File: config.mk
export PLATFORM = sky130hd
export DESIGN_NAME = mole_scheduler
export DESIGN_NICKNAME = d
export VERILOG_FILES = /design/src/rtl/mole_scheduler.sv
export SDC_FILE = /design/constraint.sdc
export NUM_CORES = 1
export LEC_CHECK = 0
export ABC_AREA = 0
export BUFFER_PORTS_ARGS = -buffer_cell sky130_fd_sc_hd__buf_4
export CAP_MARGIN = 10
export CORE_UTILIZATION = 35
export CTS_CLUSTER_SIZE = 24
export DETAILED_ROUTE_END_ITERATION = 12
export GPL_TIMING_DRIVEN = 0
export REMOVE_ABC_BUFFERS = 1
export SYNTH_ARGS = -nofsm -noshare
export SYNTH_HDL_FRONTEND = slang
export SYNTH_SLANG_ARGS = --single-unit
export TNS_END_PERCENT = 100
File: constraint.sdc
create_clock -name clk -period 3 [get_ports clk]
set_input_delay 0.3 -clock clk [delete_from_list [all_inputs] [get_ports clk]]
set_output_delay 0.3 -clock clk [all_outputs]
set_load 0.005 [all_outputs]
File: src/rtl/mole_scheduler.sv
// mole_scheduler -- game-flow controller for the whack-a-mole datapath.
//
// Turns the free-running pseudo-random value into timed mole appearances,
// resolves player hits against timeouts, and keeps score and miss count
// until the game ends.
//
// Ports:
//   clk            system clock
//   rst_n          asynchronous active-low reset
//   tick           1 ms enable strobe (one clk wide); every timer advances only on tick
//   start          level; starts a game from IDLE or GAME_OVER, ignored elsewhere
//   random_number  pseudo-random value, nominally 1..500 (clamped internally)
//   hit_valid      one-cycle pulse: player struck hole hit_pos
//   hit_pos        hole struck, qualified by hit_valid
//   mole_active    high while a mole is visible (registered from the SHOW state)
//   mole_pos       hole of the current or last mole; holds outside SHOW
//   score          hits this game, saturating at SCORE_MAX
//   misses         timeouts this game
//   hit_flash      one-cycle pulse on a successful hit
//   miss_flash     one-cycle pulse on a timeout
//   game_over      high in GAME_OVER
//   state_dbg      current FSM state encoding, for observation only
//
// Handshake: hit_valid/hit_pos is a fire-and-forget pulse with no ready.
// A pulse is consumed only in SHOW when hit_pos matches mole_pos; in every
// other case it is dropped without any side effect.
module mole_scheduler #(
    parameter int NUM_HOLES    = 9,
    parameter int SHOW_BASE_MS = 400,
    parameter int GAP_MS       = 200,
    parameter int MAX_MISSES   = 5,
    parameter int SCORE_MAX    = 999
) (
    input  logic       clk,
    input  logic       rst_n,
    input  logic       tick,
    input  logic       start,
    input  logic [9:0] random_number,
    input  logic       hit_valid,
    input  logic [3:0] hit_pos,
    output logic       mole_active,
    output logic [3:0] mole_pos,
    output logic [9:0] score,
    output logic [3:0] misses,
    output logic       hit_flash,
    output logic       miss_flash,
    output logic       game_over,
    output logic [2:0] state_dbg
);

    typedef enum logic [2:0] {
        S_IDLE = 3'd0,
        S_GAP  = 3'd1,
        S_SHOW = 3'd2,
        S_HIT  = 3'd3,
        S_MISS = 3'd4,
        S_OVER = 3'd5
    } state_t;

    state_t      state;
    state_t      state_next;
    logic [10:0] timer;
    logic [10:0] show_len;

    logic [9:0]  r_clamped;
    logic [3:0]  pos_raw;
    logic [3:0]  pos_new;
    logic [10:0] show_len_new;
    logic        gap_done;
    logic        show_done;
    logic        hit_ok;
    logic        start_game;

    // Clamp the random value into 1..500 before deriving position and length.
    always_comb begin
        if (random_number == 10'd0)
            r_clamped = 10'd1;
        else if (random_number > 10'd500)
            r_clamped = 10'd500;
        else
            r_clamped = random_number;
    end

    // mole_pos doubles as the previous-position register: it only changes
    // when a new mole is sampled, so it always holds the last mole's hole.
    assign pos_raw      = 4'(r_clamped % 10'(NUM_HOLES));
    assign pos_new      = (pos_raw != mole_pos)           ? pos_raw :
                          (pos_raw == 4'(NUM_HOLES - 1))  ? 4'd0    :
                                                            pos_raw + 4'd1;
    assign show_len_new = 11'(SHOW_BASE_MS) + {1'b0, r_clamped};

    assign gap_done   = tick && (timer == 11'(GAP_MS - 1));
    assign show_done  = tick && (timer == show_len - 11'd1);
    assign hit_ok     = hit_valid && (hit_pos == mole_pos);
    assign start_game = start && ((state == S_IDLE) || (state == S_OVER));
    assign state_dbg  = state;

    always_comb begin
        state_next = state;
        case (state)
            S_IDLE: if (start) state_next = S_GAP;
            S_GAP:  if (gap_done) state_next = S_SHOW;
            // A hit on the timeout tick still counts as a hit.
            S_SHOW: begin
                if (hit_ok)
                    state_next = S_HIT;
                else if (show_done)
                    state_next = S_MISS;
            end
            S_HIT:  state_next = S_GAP;
            // misses was already incremented on entry to MISS.
            S_MISS: state_next = (misses == 4'(MAX_MISSES)) ? S_OVER : S_GAP;
            S_OVER: if (start) state_next = S_GAP;
            default: state_next = S_IDLE;
        endcase
    end

    always_ff @(posedge clk or negedge rst_n) begin
        if (!rst_n) begin
            state       <= S_IDLE;
            timer       <= '0;
            show_len    <= '0;
            mole_active <= 1'b0;
            mole_pos    <= '0;
            score       <= '0;
            misses      <= '0;
            hit_flash   <= 1'b0;
            miss_flash  <= 1'b0;
            game_over   <= 1'b0;
        end else begin
            state <= state_next;

            // Outputs are registered; flashes and game_over line up with the
            // cycle spent in the corresponding state.
            mole_active <= (state == S_SHOW);
            hit_flash   <= (state_next == S_HIT);
            miss_flash  <= (state_next == S_MISS);
            game_over   <= (state_next == S_OVER);

            // Every state change restarts the timer; only GAP and SHOW count.
            if (state_next != state)
                timer <= '0;
            else if (tick && ((state == S_GAP) || (state == S_SHOW)))
                timer <= timer + 11'd1;

            if ((state == S_GAP) && (state_next == S_SHOW)) begin
                mole_pos <= pos_new;
                show_len <= show_len_new;
            end

            if (start_game) begin
                score  <= '0;
                misses <= '0;
            end else begin
                if ((state_next == S_HIT) && (score != 10'(SCORE_MAX)))
                    score <= score + 10'd1;
                if (state_next == S_MISS)
                    misses <= misses + 4'd1;
            end
        end
    end

endmodule
==> results.md <==
- Combinational share of power: 45.0%
- Leading area contributor after synthesis: dfrtp_1
- Max_cap viols: 0
- Die Width: 108 µm
- Most common cell in the netlist: nor2_1
- Via-per-instance ratio: 5.68
- First-pass GRT wire length: 18.4 mm
- Post-synthesis sequential area ratio: 30.1%
- Starting Density: 36.1%
- FP Rows: 38
- Vias in the first global route: 3932
- Placed Instance Area: 0.00433 mm²
- Via count: 4064
- IO Pins: 44
- Cell area after layout: 0.00549 mm²
- Initial antenna violation count: 0
- Worst-margin pin slew: 1.10 ns
- Slew Viols, Final: 0
- Final wirelength: 11.6 mm
- Synth area leaders: dfrtp_1, nor2_1, xnor2_1
- Violated checks: hold timing, setup timing
- Final min period: 4.41 ns
- P_int: 1360 µW
- Clk pwr share: 19.9%
- CTS clk-pin slew, worst paths: 0.10 ns
- Root Driver: clkbuf_8
- Hold_ws: -0.0208 ns
- Critical Path Most Common Cell: o21ai_4
- Cell Area, Synth: 0.00391 mm²
- Startpoint types: primary input
- Worst Hold Class: in2async
- Switching Share: 37.7%
- Deepest clock path buffer count: 2
- Port bufs: 43
- Max transition margin: 26.3%
- Final Cycle Share: 147%
- Fmax: 227 MHz
- Total power: 2190 µW
- Leakage: 0.00233 µW
- GR Util All Layers: 19.5%
- Antenna Nets Post-Route: 0
- Largest net degree at the start of global routing: 48
- Seq pwr share: 35.1%
- Synth cell types: 75
- Grt ovf: 0
- Drt first-iter violations: 162
- # DRC: 0
- Post-synth EDFFs: 0
- Hold Vio Cnt, Final: 12
- Maximum vdd drop: 0.188 mV
- Number of CTS-inserted buffers: 5
- Post-DP HPWL: 6.78 mm
- Clk sinks: 47
- Total core area: 0.0108 mm²
- Required time of the critical path: 3.25 ns
- Crit Path Class: in2reg
- Final worst setup slack: -1.41 ns
- Power Density: 399 mW/mm²
- Slowest-stage cell, CP: mux2_4
- Avg WL per Cell: 16.2 µm
- Syn Inst Count: 479
- Ys async rst share: 100%
- Crit-path max FO: 7
- Final setup violating endpoints: 4
- #FFs+latches synth: 47
- Finished Layout Cells: 716
- Avg Cell Area, Syn: 8.17 µm²
- Post-synthesis to final-layout area growth: 40.5%
- Fin nets: 604
- Ys flop type: dfrtp_1
- Cells after DPL: 641
- First-pass detailed-route iteration total: 5
- CTS H-tree depth: 2
- Synth top area share: 30.1%
- Setup crit end kind: flop
- Yosys Warn Count: 0
- Top cells by count, synth: nor2_1, dfrtp_1, nand2_1
- Status: finished, violations left
- CP max stage delay: 0.37 ns
- Share of cells above drive strength 1: 34.9%
- RSZ-0062 raised after global routing: true
- Die Area: 0.0116 mm²
- DIE HEIGHT: 108 µm
- Final Wtd Congestion: 0.873
- Clock skew: 0.0162 ns
- Inserted Diodes: 0
- CP Data Arrival Time: 4.65 ns
- Fin util: 50.7%
- CTS tree: yes
- Skew-Pair Late Insertion Delay: 0.31 ns
- NetSw: 826 µW
worst paths after layout:
path | from | to | slack (ns) | cells after the start
max | random_number[3] | mole_pos[1]$_DFFE_PN0P_ | -1.41 | 26
min | rst_n | timer[8]$_DFFE_PN0P_ | -0.02 | 1
max reg2reg | show_len[4]$_DFFE_PN0P_ | misses[3]$_DFFE_PN0P_ | 0.16 | 10
min reg2reg | show_len[1]$_DFFE_PN0P_ | show_len[1]$_DFFE_PN0P_ | 0.52 | 2
max in group asynchronous | rst_n | show_len[4]$_DFFE_PN0P_ | 2.55 | 1
min in group clk | random_number[9] | show_len[7]$_DFFE_PN0P_ | 0.35 | 3
area by class of cell:
cell class                      instances  area [µm²]
Clock buffer                            7        96.3
Clock inverter                          1        7.51
Fill cell                             985        5350
Inverter                               23        86.3
Multi-Input combinational cell        388        3030
Sequential cell                        47        1180
Tap cell                              140         175
Timing Repair Buffer                  110         923
state kept, by name, indices dropped and copies added, names as in the netlist:
register / cells
show_len: 11
timer: 11
score: 10
misses: 4
mole_pos: 4
state_dbg: 3
game_over: 1
hit_flash: 1
miss_flash: 1
mole_active: 1
cell families after synthesis:
logic type	count (synthesis)	share of synthesized area, %
adders and majority gates	11	3.45
and+or+nand+nor	201	25.8
buffers and inverters	44	4.45
DFF	47	30.1
xor gates and xnor gates	50	11.9
AOI/OAI and AO/OA	118	22.1
muxes	8	2.21
through the flow:
stage	setup slack (ns)	setup TNS (ns)
2_1_floorplan	-2.14	-8.32
3_3_place_gp	-3.17	-19.14
3_5_place_dp	-3.37	-22.25
4_1_cts	-1.20	-4.51
5_1_grt	-1.53	-5.90
6_report	-1.41	-5.30
metal layers:
metal	track usage [%]	up-vias	share of wire, %
met3	2.18	28	4.2
met5	0	-	0
met1	23.3	1966	42
li1	-	1932	-
met4	8.12	0	3.0
met2	35.1	138	51
power groups by stage:
stage | logic (µW) | clock network [µW] | registers [µW]
2_1_floorplan | 464 | 0 | 748
3_3_place_gp | 586 | 0 | 778
3_5_place_dp | 602 | 0 | 778
4_1_cts | 839 | 444 | 767
5_1_grt | 1060 | 463 | 776
6_report | 985 | 436 | 768
placed cells by master (no fill, tap or decap), drive strengths merged, types with 10 or more instances in the layout:
cell type,instances
buf,110
nor2,57
dfrtp,47
nand2,41
o21ai,34
xnor2,24
xor2,24
inv,22
nand3,22
nor3,19
a21oi,17
ha,10
worst max-delay path: cells and delay by family:
kind / cells / cell delay, ns
AO/OA/AOI/OAI: 11 / 2.03
adder cells (fa/ha/maj): 2 / 0.34
multiplexers: 2 / 0.58
AND/OR/NAND/NOR: 5 / 0.64
buffers and inverters: 6 / 0.75
repair_timing:
| item | 4_1_cts | 5_1_grt |
|---|---|---|
| gates resized for setup | 83 | 39 |
| pin swaps | 20 | 24 |
| setup buffers | 47 | 23 |
| hold buffers | 0 | 0 |
| gates cloned | 0 | 0 |
| endpoints found under the setup margin | 21 | 21 |
Power figures use the tool's default switching activity.
